### src/rtl/cw_pkg.sv
// Shared definitions for the control-word sequencer: field layout, Psel codes,
// the fetch-cycle control word and the FSM state type.
package cw_pkg;

  localparam int CW_W = 31;

  localparam int PSEL_HI    = 30;
  localparam int PSEL_LO    = 29;
  localparam int DA_HI      = 28;
  localparam int DA_LO      = 24;
  localparam int SA_HI      = 23;
  localparam int SA_LO      = 19;
  localparam int SB_HI      = 18;
  localparam int SB_LO      = 14;
  localparam int FSEL_HI    = 13;
  localparam int FSEL_LO    = 9;
  localparam int REGW_BIT   = 8;
  localparam int RAMW_BIT   = 7;
  localparam int EN_MEM_BIT = 6;
  localparam int EN_ALU_BIT = 5;
  localparam int EN_B_BIT   = 4;
  localparam int EN_PC_BIT  = 3;
  localparam int BSEL_BIT   = 2;
  localparam int PCSEL_BIT  = 1;
  localparam int SL_BIT     = 0;

  localparam logic [1:0] PSEL_HOLD = 2'b00;
  localparam logic [1:0] PSEL_INC  = 2'b01;
  localparam logic [1:0] PSEL_K    = 2'b11;

  // Instruction fetch: memory enabled, PC mux on the incrementer path, PC held.
  localparam logic [CW_W-1:0] FETCH_CW = CW_W'(1) << EN_MEM_BIT;

  typedef enum logic {
    FETCH = 1'b0,
    EXEC  = 1'b1
  } fsm_t;

endpackage

### src/rtl/cw_sequencer_if.sv
// Bundle between the sequencer, the memory port, the decoder mux and the datapath.
// master = sequencer side, slave = memory/decoder/datapath side.
interface cw_sequencer_if
  import cw_pkg::*;
#(
    parameter int CNT_W = 32
);
    logic [31:0]       mem_rdata;
    logic              mem_ready;
    logic [CW_W-1:0]   dec_controlword;
    logic [1:0]        dec_nextState;
    logic [63:0]       dec_K;
    logic [31:0]       instruction;
    logic [1:0]        state;
    logic [CW_W-1:0]   controlword;
    logic [63:0]       K;
    logic              ir_load;
    logic              retire;
    logic [CNT_W-1:0]  instr_count;
    logic              wdog_err;

    modport master (
        input  mem_rdata, mem_ready, dec_controlword, dec_nextState, dec_K,
        output instruction, state, controlword, K, ir_load, retire,
               instr_count, wdog_err
    );

    modport slave (
        output mem_rdata, mem_ready, dec_controlword, dec_nextState, dec_K,
        input  instruction, state, controlword, K, ir_load, retire,
               instr_count, wdog_err
    );
endinterface

### src/rtl/cw_gate.sv
// Combinational control-word selection: fetch word in FETCH, decoder word in EXEC,
// with write/shift/PC-update fields suppressed while a memory access is stalled.
module cw_gate
  import cw_pkg::*;
(
    input  logic            in_exec,
    input  logic            fetch_inc,
    input  logic            mem_ready,
    input  logic [CW_W-1:0] dec_cw,
    output logic [CW_W-1:0] cw_out,
    output logic            stall
);

    always_comb begin
        stall  = in_exec && (dec_cw[EN_MEM_BIT] || dec_cw[RAMW_BIT]) && !mem_ready;
        cw_out = FETCH_CW;
        if (!in_exec) begin
            if (fetch_inc) cw_out[PSEL_HI:PSEL_LO] = PSEL_INC;
        end else begin
            cw_out = dec_cw;
            // A stalled cycle must not commit anything; the datapath just waits.
            if (stall) begin
                cw_out[REGW_BIT]        = 1'b0;
                cw_out[RAMW_BIT]        = 1'b0;
                cw_out[SL_BIT]          = 1'b0;
                cw_out[PSEL_HI:PSEL_LO] = PSEL_HOLD;
            end
        end
    end

endmodule

### src/rtl/cw_sequencer.sv
// Fetch/execute sequencer: owns IR, execute state, retire counter and the
// execute-cycle watchdog; feeds the decoders and gates their control word.
module cw_sequencer
  import cw_pkg::*;
#(
    parameter int MAX_EXEC = 4,
    parameter int CNT_W    = 32
)(
    input  logic          clock,
    input  logic          reset_n,
    cw_sequencer_if.master bus
);

    localparam int EC_W = (MAX_EXEC > 1) ? $clog2(MAX_EXEC) : 1;
    localparam logic [EC_W-1:0] EC_LAST = EC_W'(MAX_EXEC - 1);

    fsm_t             fsm_q, fsm_d;
    logic [31:0]      ir_q;
    logic [1:0]       st_q, st_d;
    logic [EC_W-1:0]  ec_q, ec_d;
    logic [CNT_W-1:0] cnt_q, cnt_d;
    logic             wdog_q, wdog_d;
    logic             ir_ld, retire_c, stall;
    logic [CW_W-1:0]  cw_c;

    always_ff @(posedge clock or negedge reset_n) begin
        if (!reset_n) begin
            fsm_q  <= FETCH;
            ir_q   <= '0;
            st_q   <= 2'b00;
            ec_q   <= '0;
            cnt_q  <= '0;
            wdog_q <= 1'b0;
        end else begin
            fsm_q  <= fsm_d;
            st_q   <= st_d;
            ec_q   <= ec_d;
            cnt_q  <= cnt_d;
            wdog_q <= wdog_d;
            if (ir_ld) ir_q <= bus.mem_rdata;
        end
    end

    always_comb begin
        fsm_d    = fsm_q;
        st_d     = st_q;
        ec_d     = ec_q;
        cnt_d    = cnt_q;
        wdog_d   = wdog_q;
        ir_ld    = 1'b0;
        retire_c = 1'b0;
        case (fsm_q)
            FETCH: begin
                // reset_n gate keeps the strobe quiet while reset is held.
                if (bus.mem_ready && reset_n) begin
                    ir_ld = 1'b1;
                    fsm_d = EXEC;
                    st_d  = 2'b00;
                    ec_d  = '0;
                end
            end
            EXEC: begin
                if (!stall) begin
                    if (bus.dec_nextState == 2'b00) begin
                        retire_c = 1'b1;
                        cnt_d    = cnt_q + 1'b1;
                        fsm_d    = FETCH;
                        st_d     = 2'b00;
                    end else if (ec_q == EC_LAST) begin
                        // Runaway decoder: abandon the instruction without retiring it.
                        wdog_d = 1'b1;
                        fsm_d  = FETCH;
                        st_d   = 2'b00;
                    end else begin
                        st_d = bus.dec_nextState;
                        ec_d = ec_q + 1'b1;
                    end
                end
            end
            default: fsm_d = FETCH;
        endcase
    end

    cw_gate u_gate (
        .in_exec   (fsm_q == EXEC),
        .fetch_inc (ir_ld),
        .mem_ready (bus.mem_ready),
        .dec_cw    (bus.dec_controlword),
        .cw_out    (cw_c),
        .stall     (stall)
    );

    assign bus.instruction = ir_q;
    assign bus.state       = st_q;
    assign bus.controlword = cw_c;
    assign bus.K           = bus.dec_K;
    assign bus.ir_load     = ir_ld;
    assign bus.retire      = retire_c;
    assign bus.instr_count = cnt_q;
    assign bus.wdog_err    = wdog_q;

endmodule

### src/flat_wrapper.sv
// flat-port wrapper written by rule: the top's interface ports become plain ports
module cw_sequencer_flat import cw_pkg::*;
#(
    parameter int MAX_EXEC = 4,
    parameter int CNT_W    = 32
)
  (clock, reset_n, bus_mem_rdata, bus_mem_ready, bus_dec_controlword, bus_dec_nextState, bus_dec_K, bus_instruction, bus_state, bus_controlword, bus_K, bus_ir_load, bus_retire, bus_instr_count, bus_wdog_err);
  cw_sequencer_if #(.CNT_W(CNT_W)) bus_i ();
  input  logic clock;
  input  logic reset_n;
  input wire logic [$bits(bus_i.mem_rdata)-1:0] bus_mem_rdata;
  input wire logic [$bits(bus_i.mem_ready)-1:0] bus_mem_ready;
  input wire logic [$bits(bus_i.dec_controlword)-1:0] bus_dec_controlword;
  input wire logic [$bits(bus_i.dec_nextState)-1:0] bus_dec_nextState;
  input wire logic [$bits(bus_i.dec_K)-1:0] bus_dec_K;
  output wire logic [$bits(bus_i.instruction)-1:0] bus_instruction;
  output wire logic [$bits(bus_i.state)-1:0] bus_state;
  output wire logic [$bits(bus_i.controlword)-1:0] bus_controlword;
  output wire logic [$bits(bus_i.K)-1:0] bus_K;
  output wire logic [$bits(bus_i.ir_load)-1:0] bus_ir_load;
  output wire logic [$bits(bus_i.retire)-1:0] bus_retire;
  output wire logic [$bits(bus_i.instr_count)-1:0] bus_instr_count;
  output wire logic [$bits(bus_i.wdog_err)-1:0] bus_wdog_err;
  assign bus_i.mem_rdata = bus_mem_rdata;
  assign bus_i.mem_ready = bus_mem_ready;
  assign bus_i.dec_controlword = bus_dec_controlword;
  assign bus_i.dec_nextState = bus_dec_nextState;
  assign bus_i.dec_K = bus_dec_K;
  assign bus_instruction = bus_i.instruction;
  assign bus_state = bus_i.state;
  assign bus_controlword = bus_i.controlword;
  assign bus_K = bus_i.K;
  assign bus_ir_load = bus_i.ir_load;
  assign bus_retire = bus_i.retire;
  assign bus_instr_count = bus_i.instr_count;
  assign bus_wdog_err = bus_i.wdog_err;
  cw_sequencer #(.MAX_EXEC(MAX_EXEC), .CNT_W(CNT_W)) u_core (.clock(clock), .reset_n(reset_n), .bus(bus_i));
endmodule
### config.mk
export PLATFORM = sky130hd
export DESIGN_NAME = cw_sequencer_flat
export DESIGN_NICKNAME = d
export VERILOG_FILES = /design/src/rtl/cw_pkg.sv /design/src/rtl/cw_sequencer_if.sv /design/src/rtl/cw_gate.sv /design/src/rtl/cw_sequencer.sv /design/src/flat_wrapper.sv
export SDC_FILE = /design/constraint.sdc
export NUM_CORES = 1
export LEC_CHECK = 0
export BUFFER_PORTS_ARGS = -buffer_cell sky130_fd_sc_hd__clkbuf_2
export CAP_MARGIN = 20
export CORE_AREA = 2 2 115 117
export CTS_CLUSTER_SIZE = 12
export DETAILED_ROUTE_END_ITERATION = 7
export DIE_AREA = 0 0 117 119
export PLACE_DENSITY_LB_ADDON = 0.05
export SYNTH_ARGS = -nofsm -noshare
export SYNTH_HDL_FRONTEND = slang
export SYNTH_SLANG_ARGS = --single-unit
### constraint.sdc
create_clock -name clock -period 2.2 [get_ports clock]
set_input_delay 0.22 -clock clock [delete_from_list [all_inputs] [get_ports clock]]
set_output_delay 0.22 -clock clock [all_outputs]
set_load 0.1 [all_outputs]
==> results of run 1 <==
## layout make-up
class,instances,area [um^2],share of cell area [%]
Sequential cell,70,1770,35.7
Multi-Input combinational cell,256,1420,28.7
Timing Repair Buffer,178,1210,24.4
Clock buffer,10,229,4.62
Tap cell,176,220,4.44
Clock inverter,6,86.3,1.74
Inverter,5,18.8,0.378
## state kept, by name (all words and copies together) (netlist names)
register,flops
u_core.bus.instruction,32
u_core.fsm_q,1
u_core.bus.state,2
u_core.bus.wdog_err,1
u_core.bus.instr_count,32
u_core.ec_q,2
## cells by family (layout without fill, tap and decap cells)
group                    Yosys count  count (layout)  share of synthesized area, %
multiplexers                       2               2                         0.571
AND/OR/NAND/NOR                  212             212                          27.8
AO/OA/AOI/OAI                      9               9                          1.78
adder cells (fa/ha/maj)            2               2                         0.671
XOR/XNOR                          31              31                          7.29
buffers and inverters             83             199                          14.9
flip-flops                        70              70                          47.0
## through the flow
step	cells	setup slack, ps	power (uW)	hold slack [ps]
2_1_floorplan	409	-3.00	6760	-75.6
3_3_place_gp	685	355	7350	389
3_5_place_dp	685	307	7350	396
4_1_cts	701	182	8950	40.9
5_1_grt	701	63.4	9230	38.5
6_report	701	213	8860	6.06
## final timing paths
path / from / to / slack (ps) / cells after the start
max: u_core.fsm_q / bus_ir_load / 210 / 5
min: reset_n / u_core.bus.instruction[4] / 6 / 2
max reg2reg: u_core.bus.instr_count[5] / u_core.bus.instr_count[29] / 310 / 4
min reg2reg: u_core.bus.state[0] / u_core.bus.state[0] / 470 / 2
max in group asynchronous: reset_n / u_core.bus.instr_count[16] / 1840 / 2
min in group clock: bus_mem_rdata[15] / u_core.bus.instruction[15] / 80 / 3
## metal layers
layer  up-vias  track usage, %
met2       126            21.5
li1       1485               -
met3        23            7.68
met5         -               0
met4         0            4.63
met1      1417            21.4
## cell usage in the layout, fill, tap and decap left out, types with 4 or more instances in the layout
master	count
clkbuf_2	134
nand2_1	118
dfrtp_1	54
and2_1	29
buf_4	26
xnor2_1	17
buf_12	17
dfrtp_2	16
nand4_1	15
xor2_1	14
and3_1	9
nand3_1	9
clkbuf_16	9
nor4_1	7
nor3_1	6
inv_1	4
nor2_1	4
## power groups by stage
stage | sequential [uW] | clock (uW) | combinational [uW]
after detailed placement | 1930 | 0 | 5420
after global routing | 1990 | 1660 | 5580
final | 1930 | 1560 | 5380
after CTS | 1930 | 1600 | 5410
after floorplan | 4540 | 0 | 2230
after global placement | 1940 | 0 | 5420
==> run_results.csv, run 1 <==
group,metric,value,unit
outcome,outcome,"finished clean",
cts,clock_sinks,70,
cts,insertion_delay,330,ps
power_and_ir_drop,p_leak,0.00259,uW
yosys,synthesis.nets,543,
yosys,yosysTopAreaCell,"dfrtp_1",
yosys,synth_enable_flop_cells,0,
global_route,grt_pass1_vias,3057,
worst_setup_path,path_class,"flop to output port",
yosys,async_flop_share,100,%
routing,top_layer,"met4",
power_and_ir_drop,power_switching,5290,uW
worst_setup_path,cp-end-kind,"output port",
routing,viasPerCell,4.35,
routing,num_vias,3051,
routing,wl_met2,4510,um
yosys,synth.most_common_cell,"nand2_1",
die,dieHeight,119,um
die,pin_count,296,
yosys,synth_top_area_share,47.0,%
yosys,syn_inst,409,
routing,drtIter0Drc,151,
global_route,antenna_found_initial,0,
yosys,synth_commonest_cells,"118 x nand2_1, 70 x dfrtp_1, 64 x buf_4, 29 x and2_1, 17 x xnor2_1",
yosys,synth_seq_area_share,47.0,%
cts,clkTransAtPathRegs,60,ps
timing,fmax,0.503,GHz
place,post_dp_cell_area,4640,um^2
cells_and_area,fillCellCount,1316,
routing,drc,0,
cts,cts_tree,"yes",
timing,fin_setup_tns,0,ps
cells_and_area,drive_gt1_share,41.0,%
cells_and_area,nets,654,
worst_setup_path,cp_cell_sequence,"buf_4, nand3b_1, clkinv_1, buf_4, buf_12",
power_and_ir_drop,p_int,3580,uW
power_and_ir_drop,p_clk_share,17.6,%
timing,slew_viol_final,0,
worst_setup_path,cp_slowest_cell,"dfrtp_1",
routing,detail-route-antenna-nets,0,
cells_and_area,design_area,4960,um^2
worst_setup_path,crit_path_max_fanout,41,
cells_and_area,n_antenna_cell,0,
place,numPortBuffers,167,
worst_setup_path,worstPathRequired,1980,ps
cells_and_area,syn2layout_area_growth,33.1,%
global_route,grt_pass1_wl,16800,um
yosys,yosysWarnings,0,
power_and_ir_drop,pwr-share-seq,21.7,%
routing,wl_met1,4850,um
die,die_w,117,um
timing,final-hold-violation-count,0,
cts,cts_setup_buffers,0,
cts,clockBufferDepth,2,
timing,worst_pin_slew,574,ps
hold_path,hold_class,"input pin to async pin",
worst_setup_path,crit_top_cell,"buf_4",
cts,hold_buffers,0,
yosys,syn_area,3730,um^2
timing,clock_skew,7.54,ps
place,gp_congestion,0.736,
timing,rsz0062_at_grt,"false",
power_and_ir_drop,p_comb_share,60.7,%
routing,wl_per_cell,15.1,um
worst_setup_path,cp_top_family,"buffers and inverters",
yosys,synth_cell_types,37,
routing,met3_length,1100,um
worst_setup_path,worstSetupStartpointType,"flop",
timing,min_period,1990,ps
worst_setup_path,slowest_delay,360,ps
global_route,grt_overflow,0,
cts,ctsRootBufferMaster,"clkbuf_16",
yosys,synth_ff_type,"dfrtp_1",
die,core,12900,um^2
timing,setup_viol,0,
power_and_ir_drop,ir_drop,1.11,mV
power_and_ir_drop,power.density,1790,nW/um^2
yosys,synthTopCellsByArea,"dfrtp_1 47%, buf_4 13%, nand2_1 12%",
worst_setup_path,path_buf_inv,4,
yosys,avgSynthCellArea,9.11,um^2
place,place_hpwl,7800,um
global_route,grt_max_degree,71,
yosys,ys_ff_latch,70,
cts,numCtsBuffers,9,
cells_and_area,postLayoutCoreUtil,38.5,%
job,drv_cap,0,
die,initial_core_util,28.9,%
routing,first_pass_iters,4,
timing,slew_headroom,61.9,%
worst_setup_path,worstPathArrival,1770,ps
global_route,track_usage,15.6,%
die,rows,42,
timing,min_period_over_period,90.3,%
die,die_area,13900,um^2
cts,cts_max_level,3,
power_and_ir_drop,swShare,59.6,%
cts,cts_resized,0,
routing,drt-total-wl,10600,um
(Power assumes the default switching activity.)
==> inputs of run 2 (changes only) <==
--- a/config.mk
+++ b/config.mk
@@ -5,12 +5,13 @@
 export SDC_FILE = /design/constraint.sdc
 export NUM_CORES = 1
 export LEC_CHECK = 0
+export ABC_AREA = 1
 export BUFFER_PORTS_ARGS = -buffer_cell sky130_fd_sc_hd__clkbuf_2
 export CAP_MARGIN = 20
-export CORE_AREA = 2 2 115 117
+export CORE_AREA = 2 2 116 118
 export CTS_CLUSTER_SIZE = 12
 export DETAILED_ROUTE_END_ITERATION = 7
-export DIE_AREA = 0 0 117 119
+export DIE_AREA = 0 0 118 120
 export PLACE_DENSITY_LB_ADDON = 0.05
 export SYNTH_ARGS = -nofsm -noshare
 export SYNTH_HDL_FRONTEND = slang
==> run_results.csv, run 2 <==
group,metric,value,unit
outcome,outcome,"finished clean",
cts,numCtsBuffers,9,
place,numPortBuffers,167,
worst_setup_path,worstPathRequired,1980,ps
power_and_ir_drop,totalPowerFinal,8800,uW
place,place_hpwl,9500,um
yosys,synth_enable_flop_cells,0,
cts,cts_resized,0,
power_and_ir_drop,p_leak,0.00285,uW
worst_setup_path,reg2reg_depth,10,
routing,drt-total-wl,11900,um
routing,detail-route-antenna-nets,0,
timing,slew_viol_final,0,
routing,wl_per_cell,14.1,um
die,initial_core_util,31.6,%
timing,min_period_over_period,88.4,%
timing,min_period,1950,ps
cts,hold_buffers,0,
cells_and_area,syn2layout_area_growth,24.8,%
timing,fmax,0.514,GHz
routing,drc,0,
cts,cts_setup_buffers,0,
die,die_w,118,um
global_route,grt_pass1_wl,19000,um
timing,rsz0062_at_grt,"false",
cts,cts_tree,"yes",
place,gp_congestion,0.820,
yosys,syn_area,4100,um^2
cells_and_area,multi_input_area,1610,um^2
yosys,async_flop_share,100,%
power_and_ir_drop,power_switching,5340,uW
yosys,yosysTopAreaCell,"dfrtp_1",
die,core,13000,um^2
yosys,synth_ff_type,"dfrtp_1",
worst_setup_path,path_buf_inv,2,
global_route,grt_pass1_vias,3599,
cells_and_area,fillCellCount,1361,
routing,viasPerCell,4.30,
global_route,grt_max_degree,46,
yosys,synthAdderAreaFrac,0.611,%
cts,clkTransAtPathRegs,60,ps
routing,num_vias,3637,
cells_and_area,n_antenna_cell,0,
timing,clock_skew,5.07,ps
yosys,synth_top_area_share,42.8,%
yosys,yosysWarnings,0,
yosys,synthTopCellsByArea,"dfrtp_1 43%, nand2_1 21%, buf_4 12%",
worst_setup_path,path_class,"flop to output port",
yosys,synth_compound_gate_area_share,0.855,%
worst_setup_path,crit_top_cell,"nand2_2",
cells_and_area,drive_gt1_share,31.8,%
cts,cts_max_level,3,
power_and_ir_drop,p_clk_share,18.4,%
worst_setup_path,crit_cells,7,
routing,drtIter0Drc,179,
worst_setup_path,slowest_delay,380,ps
global_route,antenna_found_initial,0,
yosys,synth_seq_area_share,42.8,%
worst_setup_path,critPathLaunch,"u_core.fsm_q",
worst_setup_path,worstPathArrival,1730,ps
die,rows,42,
cells_and_area,nets,799,
worst_setup_path,crit_path_max_fanout,7,
yosys,syn_inst,555,
cts,ctsRootBufferMaster,"clkbuf_16",
timing,worst_pin_slew,601,ps
yosys,muxShareOfSynthArea,0,%
cells_and_area,final_common_cell,"nand2_1",
hold_path,hold_class,"input pin to async pin",
worst_setup_path,cp_top_family,"simple AND/OR/NAND/NOR gates",
yosys,synthesis.nets,689,
yosys,synth_top_family_by_area,"simple AND/OR/NAND/NOR gates",
die,die_area,14200,um^2
timing,setup_viol,0,
cts,clockBufferDepth,2,
die,dieHeight,120,um
worst_setup_path,worstSetupStartpointType,"flop",
cts,insertion_delay,330,ps
timing,final-hold-violation-count,0,
job,drv_cap,0,
power_and_ir_drop,power.density,1720,nW/um^2
routing,first_pass_iters,4,
power_and_ir_drop,p_int,3460,uW
worst_setup_path,cp_slowest_cell,"dfrtp_1",
worst_setup_path,r2r_setup_slack,570,ps
yosys,synth_cell_types,29,
worst_setup_path,cp_cell_sequence,"inv_2, nor2_2, nand2_2, nand2_2, nand2_1, o21a_1, buf_12",
yosys,avgSynthCellArea,7.38,um^2
yosys,synth_xor_area_share,3.85,%
cells_and_area,final_cell_mix,"226 x nand2_1, 158 x clkbuf_2, 70 x dfrtp_1, 52 x inv_1, 46 x nor2_1",
yosys,synth_commonest_cells,"226 x nand2_1, 70 x dfrtp_1, 64 x buf_4, 52 x inv_1, 46 x nor2_1",
die,pin_count,296,
global_route,track_usage,17.1,%
timing,slew_headroom,59.9,%
worst_setup_path,cp-end-kind,"output port",
cts,clock_sinks,70,
power_and_ir_drop,p_comb_share,60.2,%
worst_setup_path,timing.rr.start,"u_core.fsm_q",
cells_and_area,final-seq-area,1750,um^2
power_and_ir_drop,swShare,60.7,%
yosys,synth.most_common_cell,"nand2_1",
cells_and_area,postLayoutCoreUtil,39.4,%
yosys,yosys.area_share.simple,33.9,%
power_and_ir_drop,pwr-share-seq,21.4,%
power_and_ir_drop,ir_drop,1.11,mV
global_route,grt_overflow,0,
yosys,ys_ff_latch,70,
-- run 2: changes by cell type after synthesis, moves of 5 or more --
| cell | before | now |
|---|---|---|
| nand2_1 | 118 | 226 |
| inv_1 | 4 | 52 |
| nor2_1 | 5 | 46 |
| and2_1 | 29 | 1 |
| nand3_1 | 9 | 21 |
| nand4_1 | 15 | 4 |
| nor2_2 | 0 | 11 |
| and3_1 | 9 | 1 |
| clkbuf_1 | 11 | 3 |
| xnor2_1 | 17 | 9 |
| nor4_1 | 7 | 0 |
| nand2_2 | 0 | 6 |
| xor2_1 | 14 | 9 |
-- run 2: final timing paths --
kind,to
worst min-delay path,u_core.bus.instr_count[16]
worst min register to register,u_core.bus.instruction[21]
worst max register to register,u_core.bus.instr_count[16]
worst max-delay path,bus_controlword[29]
min in group clock,u_core.bus.instruction[4]
max in group asynchronous,u_core.bus.instruction[22]
-- run 2: power by group through the flow --
stage	sequential [uW]	clock [uW]	combinational (uW)
after global routing	1940	1730	5500
after detailed placement	1900	0	5350
after global placement	1910	0	5330
final	1890	1620	5290
after CTS	1890	1680	5350
after floorplan	4360	0	2440
-- run 2: per-stage QoR --
| stage | area [um^2] | std cells | hold slack, ps | worst slack [ps] | TNS [ps] |
|---|---|---|---|---|---|
| 2_1_floorplan | 4100 | 555 | -75.6 | -11.5 | -46.1 |
| 3_3_place_gp | 4780 | 830 | 412 | 641 | 0 |
| 3_5_place_dp | 4780 | 830 | 418 | 572 | 0 |
| 4_1_cts | 5110 | 846 | 60.3 | 248 | 0 |
| 5_1_grt | 5110 | 846 | 72.3 | 141 | 0 |
| 6_report | 5110 | 846 | 31.0 | 254 | 0 |
-- run 2: cell families after synthesis --
logic type / count (synthesis)
flip-flops: 70
AND/OR/NAND/NOR: 330
adder cells (fa/ha/maj): 2
AO/OA/AOI/OAI: 6
buffers and inverters: 129
XOR/XNOR: 18
-- run 2: cell type report --
type | instances | area share (%)
sequential | 70 | 34.3
multi-input combinational | 356 | 31.4
timing repair buffer | 173 | 19.4
clock buffer | 12 | 5.02
tap | 176 | 4.31
inverter | 55 | 4.04
clock inverter | 4 | 1.52
-- run 2: metal layers --
layer	part of all wire, %	vias to the layer above	track usage, %	wire length (um)
li1	-	1819	-	-
met1	43	1651	21.5	5110
met2	47	122	27.2	5640
met3	6.7	45	4.52	800
met4	3.2	0	8.89	384
met5	0	-	0	0
